==> src/rtl/fpga_transmitter_param.sv <==
// Buffered serial transmitter for the FPGA-to-FPGA link: host-side FIFO, request/acknowledge
// handshake with timeout/retry, LSB-first shifter with optional even parity.
module fpga_transmitter_param #(
    parameter int DATA_WIDTH  = 8,
    parameter int FIFO_DEPTH  = 4,
    parameter int BIT_CYCLES  = 4,
    parameter int PARITY_EN   = 1,
    parameter int ACK_TIMEOUT = 16
) (
    input  logic                          clock,
    input  logic                          reset,
    input  logic [DATA_WIDTH-1:0]         dataIn,
    input  logic                          load,
    output logic                          ready,
    output logic [$clog2(FIFO_DEPTH):0]   level,
    output logic                          busy,
    output logic                          sendToOther,
    input  logic                          acknowledge,
    output logic                          dataOut,
    output logic                          bitStart,
    output logic                          finish,
    output logic                          timeoutErr
);

    localparam int AW = $clog2(FIFO_DEPTH);
    localparam int LW = AW + 1;
    localparam int TW = $clog2(ACK_TIMEOUT);
    localparam int PW = (BIT_CYCLES > 1) ? $clog2(BIT_CYCLES) : 1;
    localparam int BW = $clog2(DATA_WIDTH);

    typedef enum logic [2:0] {IDLE, REQ, BACKOFF, SHIFT, PARITY, DONE} state_t;

    state_t                state, state_n;
    logic [DATA_WIDTH-1:0] mem [FIFO_DEPTH];
    logic [AW-1:0]         wptr, rptr;
    logic [LW-1:0]         level_n;
    logic                  push, pop;
    logic [DATA_WIDTH-1:0] sreg, sreg_n;
    logic                  par, par_n;
    logic [TW-1:0]         tcnt, tcnt_n;
    logic [PW-1:0]         pcnt, pcnt_n;
    logic [BW-1:0]         bcnt, bcnt_n;
    logic                  fin_q;

    assign push   = load & ready;
    assign busy   = (state != IDLE) || (level != '0);
    assign finish = fin_q;

    always_comb begin
        level_n = level;
        if (push && !pop)
            level_n = level + LW'(1);
        else if (pop && !push)
            level_n = level - LW'(1);
    end

    always_ff @(posedge clock) begin
        if (push)
            mem[wptr] <= dataIn;
    end

    // ready is registered from the next occupancy so it drops the cycle the FIFO fills
    always_ff @(posedge clock) begin
        if (reset) begin
            wptr  <= '0;
            rptr  <= '0;
            level <= '0;
            ready <= 1'b1;
        end else begin
            if (push)
                wptr <= wptr + AW'(1);
            if (pop)
                rptr <= rptr + AW'(1);
            level <= level_n;
            ready <= (level_n != LW'(FIFO_DEPTH));
        end
    end

    always_ff @(posedge clock) begin
        if (reset) begin
            state <= IDLE;
            sreg  <= '0;
            par   <= 1'b0;
            tcnt  <= '0;
            pcnt  <= '0;
            bcnt  <= '0;
            fin_q <= 1'b0;
        end else begin
            state <= state_n;
            sreg  <= sreg_n;
            par   <= par_n;
            tcnt  <= tcnt_n;
            pcnt  <= pcnt_n;
            bcnt  <= bcnt_n;
            fin_q <= (state_n == DONE) && (state != DONE);
        end
    end

    always_comb begin
        state_n     = state;
        sreg_n      = sreg;
        par_n       = par;
        tcnt_n      = tcnt;
        pcnt_n      = pcnt;
        bcnt_n      = bcnt;
        pop         = 1'b0;
        sendToOther = 1'b0;
        dataOut     = 1'b1;
        bitStart    = 1'b0;
        timeoutErr  = 1'b0;
        case (state)
            IDLE: begin
                if (level != '0) begin
                    pop     = 1'b1;
                    sreg_n  = mem[rptr];
                    par_n   = ^mem[rptr];
                    tcnt_n  = '0;
                    state_n = REQ;
                end
            end
            REQ: begin
                sendToOther = 1'b1;
                if (acknowledge) begin
                    pcnt_n  = '0;
                    bcnt_n  = '0;
                    state_n = SHIFT;
                end else if (tcnt == TW'(ACK_TIMEOUT - 1)) begin
                    timeoutErr = 1'b1;
                    state_n    = BACKOFF;
                end else begin
                    tcnt_n = tcnt + TW'(1);
                end
            end
            BACKOFF: begin
                tcnt_n  = '0;
                state_n = REQ;
            end
            SHIFT: begin
                sendToOther = 1'b1;
                dataOut     = sreg[0];
                bitStart    = (pcnt == '0);
                if (pcnt == PW'(BIT_CYCLES - 1)) begin
                    pcnt_n = '0;
                    sreg_n = sreg >> 1;
                    bcnt_n = bcnt + BW'(1);
                    if (bcnt == BW'(DATA_WIDTH - 1))
                        state_n = (PARITY_EN != 0) ? PARITY : DONE;
                end else begin
                    pcnt_n = pcnt + PW'(1);
                end
            end
            PARITY: begin
                sendToOther = 1'b1;
                dataOut     = par;
                bitStart    = (pcnt == '0);
                if (pcnt == PW'(BIT_CYCLES - 1)) begin
                    pcnt_n  = '0;
                    state_n = DONE;
                end else begin
                    pcnt_n = pcnt + PW'(1);
                end
            end
            DONE: begin
                // Four-phase release: the peer must drop acknowledge before any new request
                if (!acknowledge)
                    state_n = IDLE;
            end
            default: state_n = IDLE;
        endcase
    end

endmodule

==> config.mk <==
export PLATFORM = sky130hd
export DESIGN_NAME = fpga_transmitter_param
export DESIGN_NICKNAME = d
export VERILOG_FILES = /design/src/rtl/fpga_transmitter_param.sv
export SDC_FILE = /design/constraint.sdc
export NUM_CORES = 1
export LEC_CHECK = 0
export CORE_MARGIN = 1
export CORE_UTILIZATION = 57
export CTS_CLUSTER_DIAMETER = 80
export DETAILED_ROUTE_END_ITERATION = 10
export HOLD_SLACK_MARGIN = 0.05
export PLACE_DENSITY = 0.78
export SYNTH_ARGS = -nofsm -noshare
export SYNTH_HDL_FRONTEND = slang
export SYNTH_SLANG_ARGS = --single-unit
export TNS_END_PERCENT = 50
==> constraint.sdc <==
create_clock -name clock -period 2.4 [get_ports clock]
set_input_delay 0.48 -clock clock [delete_from_list [all_inputs] [get_ports clock]]
set_output_delay 0.48 -clock clock [all_outputs]
set_load 0.01 [all_outputs]
# --- Word level (Yosys, flattened, before mapping) ---
# Memory sizes are Yosys's and may differ from the RTL's. A register that Yosys moved wholly into a read port is not among the register bits.
# Index checks and enable logic that the tools add are counted.
# W data, S select, Z words.
totals:
  mem_bits_rw: 32
  out_inout_bits: 10
  in_bits: 12
  regBits: 30
  n_memories: 1
memory_table:
  columns: ["name", "depth", "width", "rd", "rd_ports_with_merged_regs", "write_ports", "line_no", "source"]
  rows:
  - ["mem", 4, 8, 1, 1, 1, "34", "logic [DATA_WIDTH-1:0] mem [FIFO_DEPTH];"]
classes:
  n_mux: 35
  n_reduce_logical: 22
  addsub: 7
  bitwise: 1
  n_eq_ne: 16
op_table:
  columns: ["op", "count"]
  rows:
  - ["$mux W3", 11]
  - ["$pmux W3 S6", 1]
  - ["$mux W8", 2]
  - ["$pmux W8 S2", 1]
  - ["$eq A3 B3 Y1 const B", 4]
  - ["$mux W4", 3]
  - ["$pmux W4 S3", 1]
  - ["$ne A2 B2 Y1 const B", 5]
  - ["$mux W1", 9]
  - ["$reduce_bool A3 Y1", 3]
  - ["$mux W2", 4]
  - ["$reduce_xor A8 Y1", 1]
  - ["$add A2 B1 Y2 const B", 3]
  - ["$add A3 B1 Y3 const B", 2]
  - ["$eq A3 B2 Y1 const B", 2]
  - ["$ne A3 B3 Y1 const B", 2]
  - ["$pmux W3 S2", 1]
  - ["$reduce_and A3 Y1", 2]
  - ["$reduce_bool A2 Y1", 3]
  - ["$add A4 B1 Y4 const B", 1]
  - ["$eq A4 B4 Y1 const B", 1]
  - ["$pmux W2 S2", 1]
  - ["$reduce_and A2 Y1", 2]
  - ["$reduce_and A4 Y1", 1]
  - ["12 further kinds", 15]

# --- Logic depth before layout (Yosys ltp) ---
# Gate-level depths: netlist of the first run.
logic_depth:
  word_depth: 7
  mapped_depth: 8

# --- Worst setup path after synthesis of the first run ---
# Ideal clock, no wire load.
synth_timing:
  kind: "flip-flop to flip-flop"
  start: "register level[0]"
  end: "register fin_q (netlist: finish)"
  arrival_time_ns: 1.588
  setup_slack_ns: 0.665
  setup_time_ns: 0.147
  stages_incl_launch_ff: 8
  n_path_buf: 1
  path_cell_list: "dfxtp_1 inv_1 ha_1 nand2b_1 and2_1 clkbuf_1 a2111oi_0 a2111oi_1"
synth_via:
  elab_chain_len: 5
synth_lines:
  columns: ["element", "line_no", "source"]
  rows:
  - ["start, declared", "15", "output logic [$clog2(FIFO_DEPTH):0] level,"]
  - ["start signal, assigned", "74", "level <= level_n;"]
  - ["$reduce_bool A3 Y1", "113", "if (level != '0) begin"]
  - ["$mux W3", "113", null]
  - ["$pmux W3 S6", "111", "case (state)"]
  - ["$eq A3 B3 Y1", "95", "fin_q <= (state_n == DONE) && (state != DONE);"]
  - ["$logic_and A1 B1 Y1", "95", null]
  - ["end signal, assigned", "95", null]
  - ["end, declared", "43", "logic fin_q;"]
# No other way between the ends.
# A chain may end at the register's enable or synchronous reset.

# --- Final worst setup path of the first run ---
layout_timing:
  start: "register state[2]"
  end: "output port bitStart"
layout_via:
  elab_chain_len: 3
layout_lines:
  columns: ["element", "line_no", "source"]
  rows:
  - ["start, declared", "33", "state_t state, state_n;"]
  - ["start signal, assigned", "89", "state <= state_n;"]
  - ["$eq A3 B3 Y1 / $eq A3 B2 Y1 (equally long branches)", "111", null]
  - ["$reduce_or A2 Y1 (no source line) (*)", null, null]
  - ["$mux W1 (*)", null, null]
  - ["end, declared", "20", "output logic bitStart,"]
# Every way passes the cells marked *; elsewhere a longest branch is shown, timed or not.

==> run_results.csv, run 1 <==
group,metric,value,unit
clock_tree,post_cts_buffers,0,
sta,relSlewSlack,62.28,%
die,initial_utilization,60.34,%
flow_run,drv_cap,0,
routing,wirelength,5.100,mm
worst_hold_path,hp-class,"reg -> reg",
worst_hold_path,hold_start,"bcnt[0]",
worst_setup_path,crit_path_max_fanout,9,
routing,num_vias,1931,
die,dieWidth,73.18,um
worst_setup_path,r2r_slack,520,ps
routing,drt_iter0_drc,148,
worst_setup_path,rr_worst_depth,6,
global_routing,grt_pass1_wl,8.217,mm
worst_setup_path,end_kind,"primary output",
clock_tree,cts_tree,"built",
clock_tree,cts.sink_count,64,
logic_synthesis,avgSynthCellArea,11.69,um2
logic_synthesis,synth_nets,271,
sta,slew_violations,0,
logic_synthesis,synth_seq_cells,64,
power,ir_drop,581.2,uV
logic_synthesis,ys_warn_count,0,
die,coreArea,4786,um2
logic_synthesis,synth_edf_count,32,
final_layout,layout-drive-gt1-share,13.04,%
final_layout,antenna_cells,0,
final_layout,nets,295,
power,total_power,3.644,mW
sta,worstMarginPinSlew,551.5,ps
clock_tree,clockBufferDepth,2,
global_routing,grt_max_degree,18,
routing,ant_nets,0,
worst_setup_path,start_kind,"flop",
worst_setup_path,timing.rr.end,"par",
global_routing,grt_use_total,21.45,%
sta,fmax,439.9,MHz
routing,drt-pass1-iter-count,4,
logic_synthesis,synthArstFlopShare,0,%
clock_tree,insertion_delay,340,ps
sta,hold_viol_final,0,
worst_hold_path,min_delay_worst_endpoint,"bcnt[0]",
clock_tree,htreeDepth,3,
clock_tree,clkTransAtPathRegs,70,ps
placement,gp_congestion,0.8139,
final_layout,layout_common_cells,"32 x edfxtp_1, 29 x dfxtp_1, 27 x nor2_1",
die,die_h,73.18,um
logic_synthesis,syn-cell-area,2888,um2
logic_synthesis,synth_ff_type,"edfxtp_1",
global_routing,antenna_found_initial,0,
routing,drc,0,
global_routing,grt_pass1_vias,1780,
logic_synthesis,synth_top_area_share,33.28,%
final_layout,layout_commonest_cell,"edfxtp_1",
placement,dpl.hpwl,3.527,mm
worst_setup_path,cp_slowest_cell,"clkdlybuf4s50_1",
clock_tree,cts_root_buffer,"clkbuf_8",
die,rows,25,
worst_setup_path,crit_arrival,1790,ps
logic_synthesis,synth_top_area_cell,"edfxtp_1",
logic_synthesis,yosys-top-cells-area,"edfxtp_1 33%, dfxtp_1 22%, mux4_2 6.2%",
worst_setup_path,cpPeakStageDelay,460,ps
worst_setup_path,crit_type,"reg -> out",
placement,port_buffers,21,
sta,grt_setup_unrepaired,"false",
worst_hold_path,whs_path_depth,2,
die,ios,22,
worst_setup_path,path_cells,"and3b_1 > a21o_1 > and2_1 > clkdlybuf4s50_1",
global_routing,gr-total-overflow,0,
power,powerDensity,1093,nW/um2
outcome,status,"finished clean",
sta,setup_viol,0,
power,leakagePower,1.197,nW
final_layout,area.growth.synth_to_final,15.51,%
logic_synthesis,seq_area_frac_synth,55.46,%
sta,skew,6.155,ps
sta,final.min_clock_period,2273,ps
die,die-area,5355,um2
sta,min_period_over_period,94.71,%
worst_setup_path,crit_required,1920,ps
logic_synthesis,ys_types,40,
sta,finalSetupTns,0,ps
clock_tree,cts_buffers,9,
routing,wl_per_cell,14.87,um
routing,via_per_inst,5.630,
logic_synthesis,synthCells,247,
final_layout,fill_cells,346,
## registers in the layout, summed over array words and instances, names as in the netlist, 2 cells and up, named ones only
name   cells
pcnt       2
rptr       2
mem       32
tcnt       4
bcnt       3
wptr       2
state      3
level      3
sreg       8
## cell usage after synthesis (all sizes together) (5+ instances only)
master and number:
ha 12, edfxtp 32, a21oi 10, xnor2 13, nand2 24, clkbuf 10, a311oi 10, nor2 27
nand3 7, inv 10, mux4 8, dfxtp 32, nand3b 5
## routing by layer
layer  global-route usage, %  vias up  part of all wire (%)  routed length (um)
met5                       0        -                     0                   0
met4                   13.07        0                   2.1                 106
met3                   4.144        8                   3.5                 177
met2                   34.77       43                    49                2507
met1                   26.57      934                    45                2309
li1                        -      946                     -                   -
## metrics by stage
step	instances	area, um2	hold WS, ps	utilization (%)	setup WS, ps
3_3_place_gp	327	3156	459.4	65.93	223.4
4_1_cts	343	3327	481.3	69.52	6.222
5_1_grt	343	3336	504.0	69.70	45.38
6_report	343	3336	480.6	69.70	127.0
3_5_place_dp	327	3156	470.4	65.93	193.4
2_1_floorplan	247	2888	444.0	-	664.5
## cell type report
class | count | area, um2 | share of cell area [%]
timing repair buffer | 27 | 257.7 | 7.727
sequential | 64 | 1608 | 48.20
inverter | 10 | 37.54 | 1.125
multi-input combinational | 159 | 1177 | 35.30
tap | 67 | 83.83 | 2.513
clock inverter | 7 | 47.55 | 1.425
clock buffer | 9 | 123.9 | 3.713
## timing repair
item | CTS | global route
gates resized for setup | 0 | 5
hold buffers | 0 | 0
endpoints found under the setup margin | 0 | 3
## cells by family after synthesis
group / share of synthesized area [%]
adder cells (fa/ha/maj): 5.199
multiplexers: 6.932
AND/OR/NAND/NOR: 14.60
buffers and inverters: 3.769
flip-flops: 55.46
XOR/XNOR: 4.246
AO/OA/AOI/OAI: 9.792
## power breakdown
| group | switching [mW] | internal, mW |
|---|---|---|
| combinational | 0.710 | 0.638 |
| sequential | 0.133 | 1.36 |
| clock | 0.431 | 0.371 |
| total | 1.27 | 2.37 |
## critical path: cells and delay by family, from the launching register on
kind / cells / cell delay [ps]
AO/OA/AOI/OAI: 1 / 190
buffers and inverters: 1 / 460
flip-flops: 1 / 420
AND/OR/NAND/NOR: 2 / 390
## worst max path at each step
| stage | start | endpoint | slack, ps | cells after the start |
|---|---|---|---|---|
| global placement | acknowledge | timeoutErr | 220 | 3 |
| floorplan | level[0] | finish | 660 | 7 |
| finish | state[2] | bitStart | 130 | 4 |
| CTS | level[0] | busy | 6 | 5 |
| global route | state[2] | bitStart | 50 | 4 |
| detailed placement | acknowledge | timeoutErr | 190 | 3 |
No activity file was read; power rests on OpenSTA's default activity.
==> run 2: changes to the inputs <==
--- a/config.mk
+++ b/config.mk
@@ -5,12 +5,13 @@
 export SDC_FILE = /design/constraint.sdc
 export NUM_CORES = 1
 export LEC_CHECK = 0
-export CORE_MARGIN = 1
-export CORE_UTILIZATION = 57
+export ABC_AREA = 1
+export CORE_MARGIN = 4
+export CORE_UTILIZATION = 58
 export CTS_CLUSTER_DIAMETER = 80
 export DETAILED_ROUTE_END_ITERATION = 10
 export HOLD_SLACK_MARGIN = 0.05
-export PLACE_DENSITY = 0.78
+export PLACE_DENSITY = 0.79
 export SYNTH_ARGS = -nofsm -noshare
 export SYNTH_HDL_FRONTEND = slang
 export SYNTH_SLANG_ARGS = --single-unit
==> run 2 against run 1 <==
Synthesized area up 8.8%. Hold slack worse by 4.1 ps. Synthesized cell count up 55%. Core utilization up 1.2 points. Combinational power up 17%. Clock power up 13%. Sequential power about the same. Via count up 30%. Cell count up 43%. Wire length up 21%. First-iteration DRC count down 32%. Critical path type unchanged. Critical endpoint is now dataOut. Highest routed layer unchanged.
==> run_results.csv, run 2 <==
group,metric,value,unit
final_layout,multiInputGateArea,1315,um2
logic_synthesis,synthTopCellsByCount,"130 x nand2_1, 37 x inv_1, 32 x dfxtp_1, 32 x edfxtp_1, 31 x nand3_1",
clock_tree,cts.sink_count,64,
die,initial_utilization,60.76,%
logic_synthesis,synthCells,383,
die,dieWidth,81.62,um
sta,worstMarginPinSlew,407.7,ps
final_layout,layout_commonest_cell,"nand2_1",
final_layout,nets,439,
sta,slew_violations,0,
sta,hold_viol_final,0,
global_routing,antenna_found_initial,0,
global_routing,grt_use_total,20.17,%
global_routing,grt_pass1_wl,10.23,mm
worst_setup_path,crit_path_max_fanout,10,
logic_synthesis,synth_nets,407,
power,powerDensity,1078,nW/um2
logic_synthesis,synth_top_area_cell,"edfxtp_1",
clock_tree,cts_hold_buf,0,
worst_hold_path,min_delay_worst_endpoint,"bcnt[0]",
power,leakagePower,1.648,nW
routing,wirelength,6.196,mm
worst_setup_path,timing.rr.end,"sreg[3]",
final_layout,largest_register_ffs,32,
worst_setup_path,end_kind,"primary output",
worst_hold_path,whs_path_depth,1,
die,die-area,6661,um2
worst_setup_path,crit_buf_inv,2,
clock_tree,insertion_delay,330,ps
worst_setup_path,r2r_slack,580,ps
logic_synthesis,synthArstFlopShare,0,%
worst_setup_path,reg2reg_from,"state[1]",
logic_synthesis,ys_warn_count,0,
die,rows,26,
sta,setup_viol,0,
routing,drt_iter0_drc,100,
worst_hold_path,hold_start,"bcnt[0]",
clock_tree,clkTransAtPathRegs,60,ps
global_routing,grt_pass1_vias,2445,
routing,ant_nets,0,
worst_setup_path,crit_type,"reg -> out",
clock_tree,cts_root_buffer,"clkbuf_8",
final_layout,layout-drive-gt1-share,13.33,%
worst_setup_path,start_kind,"flop",
routing,drt-pass1-iter-count,4,
outcome,status,"finished clean",
routing,num_vias,2519,
die,coreArea,5172,um2
sta,grt_setup_unrepaired,"false",
routing,drc,0,
routing,via_per_inst,5.141,
sta,min_period_over_period,95.87,%
placement,dpl.hpwl,4.254,mm
final_layout,largestRegisters,"mem: 32 flops, sreg: 8 flops, tcnt: 4 flops",
global_routing,grt_max_degree,19,
global_routing,gr-total-overflow,0,
logic_synthesis,ys_types,32,
clock_tree,clockBufferDepth,2,
worst_setup_path,crit_arrival,1820,ps
logic_synthesis,yosys-top-cells-area,"edfxtp_1 31%, dfxtp_1 20%, nand2_1 16%",
sta,fmax,434.6,MHz
logic_synthesis,syn-cell-area,3143,um2
logic_synthesis,synth_top_area_share,30.57,%
sta,skew,10.34,ps
final_layout,layout_common_cells,"129 x nand2_1, 36 x inv_1, 32 x edfxtp_1",
final_layout,stdcell_area,3667,um2
worst_hold_path,hp-class,"reg -> reg",
final_layout,fill_cells,378,
placement,port_buffers,21,
logic_synthesis,synth_ff_type,"edfxtp_1",
die,ios,22,
logic_synthesis,avgSynthCellArea,8.206,um2
final_layout,antenna_cells,0,
worst_setup_path,crit_required,1920,ps
power,total_power,3.953,mW
sta,finalSetupTns,0,ps
routing,wl_per_cell,12.64,um
flow_run,drv_cap,0,
worst_setup_path,cpPeakStageDelay,570,ps
die,die_h,81.62,um
worst_setup_path,path_cells,"nand3_2 > inv_4 > nand2_1 > o211ai_1 > clkdlybuf4s50_1",
logic_synthesis,synth_seq_cells,64,
logic_synthesis,synth.most_common_cell,"nand2_1",
clock_tree,cts_buffers,9,
clock_tree,post_cts_buffers,0,
final_layout,seq_area,1605,um2
worst_setup_path,cp_slowest_cell,"clkdlybuf4s50_1",
power,ir_drop,681.2,uV
worst_setup_path,cp_num_cells,5,
final_layout,regMostFlops,"mem",
worst_setup_path,critPathTopFamily,"buffers and inverters",
placement,placed_area,3442,um2
final_layout,area.growth.synth_to_final,16.68,%
clock_tree,cts_tree,"built",
clock_tree,htreeDepth,3,
sta,final.min_clock_period,2301,ps
logic_synthesis,synth_edf_count,32,
placement,gp_congestion,0.7906,
worst_setup_path,rr_worst_depth,8,
logic_synthesis,seq_area_frac_synth,50.96,%
sta,relSlewSlack,72.78,%
==> run 2: metrics by stage <==
stage	util (%)	hold WS [ps]	cells	worst slack, ps
5_1_grt	70.90	496.1	490	3.577
4_1_cts	70.54	478.1	490	43.31
3_3_place_gp	66.55	446.7	474	240.8
6_report	70.90	476.5	490	99.15
3_5_place_dp	66.55	470.0	474	233.5
2_1_floorplan	-	432.7	383	887.5
==> run 2: logic make-up after synthesis <==
kind of cell	synth area share, %
and+or+nand+nor	27.79
adders and majority gates	4.777
buffers and inverters	7.763
xor gates and xnor gates	0.2787
AOI/OAI and AO/OA	8.440
DFF	50.96
==> run 2: how the worst max path moves through the flow <==
stage | startpoint | slack (ps) | end
after global routing | state[1] | 4 | dataOut
after floorplan | level[0] | 890 | tcnt[3]
final | state[1] | 100 | dataOut
after detailed placement | acknowledge | 230 | timeoutErr
after global placement | acknowledge | 240 | timeoutErr
after CTS | state[1] | 40 | bitStart
==> run 2: repair_timing <==
action,in CTS,in global routing
endpoints found under the setup margin,2,5
resized for setup,2,8
endpoints found under the hold margin,0,0
==> run 2: final cells by class <==
cell class                      instances  area share (%)
Multi-Input combinational cell        264           35.86
Timing Repair Buffer                   30           7.642
Clock buffer                           12           4.231
Clock inverter                          4           1.194
Inverter                               46           4.913
Sequential cell                        64           43.77
Tap cell                               70           2.388
==> run 2: metal layers <==
| metal | up-vias | part of all wire, % | GRT usage, % | wire (um) |
|---|---|---|---|---|
| li1 | 1311 | - | - | - |
| met1 | 1158 | 46 | 25.07 | 2881 |
| met3 | 6 | 3.4 | 4.605 | 208 |
| met4 | 0 | 1.2 | 10.47 | 76 |
| met5 | - | 0 | 0 | 0 |
| met2 | 44 | 49 | 32.82 | 3030 |
==> run 2: power breakdown <==
part,internal [mW],switching [mW],total (mW)
sequential,1.34,0.117,1.46
combinational,0.563,1.02,1.58
clock,0.530,0.381,0.910
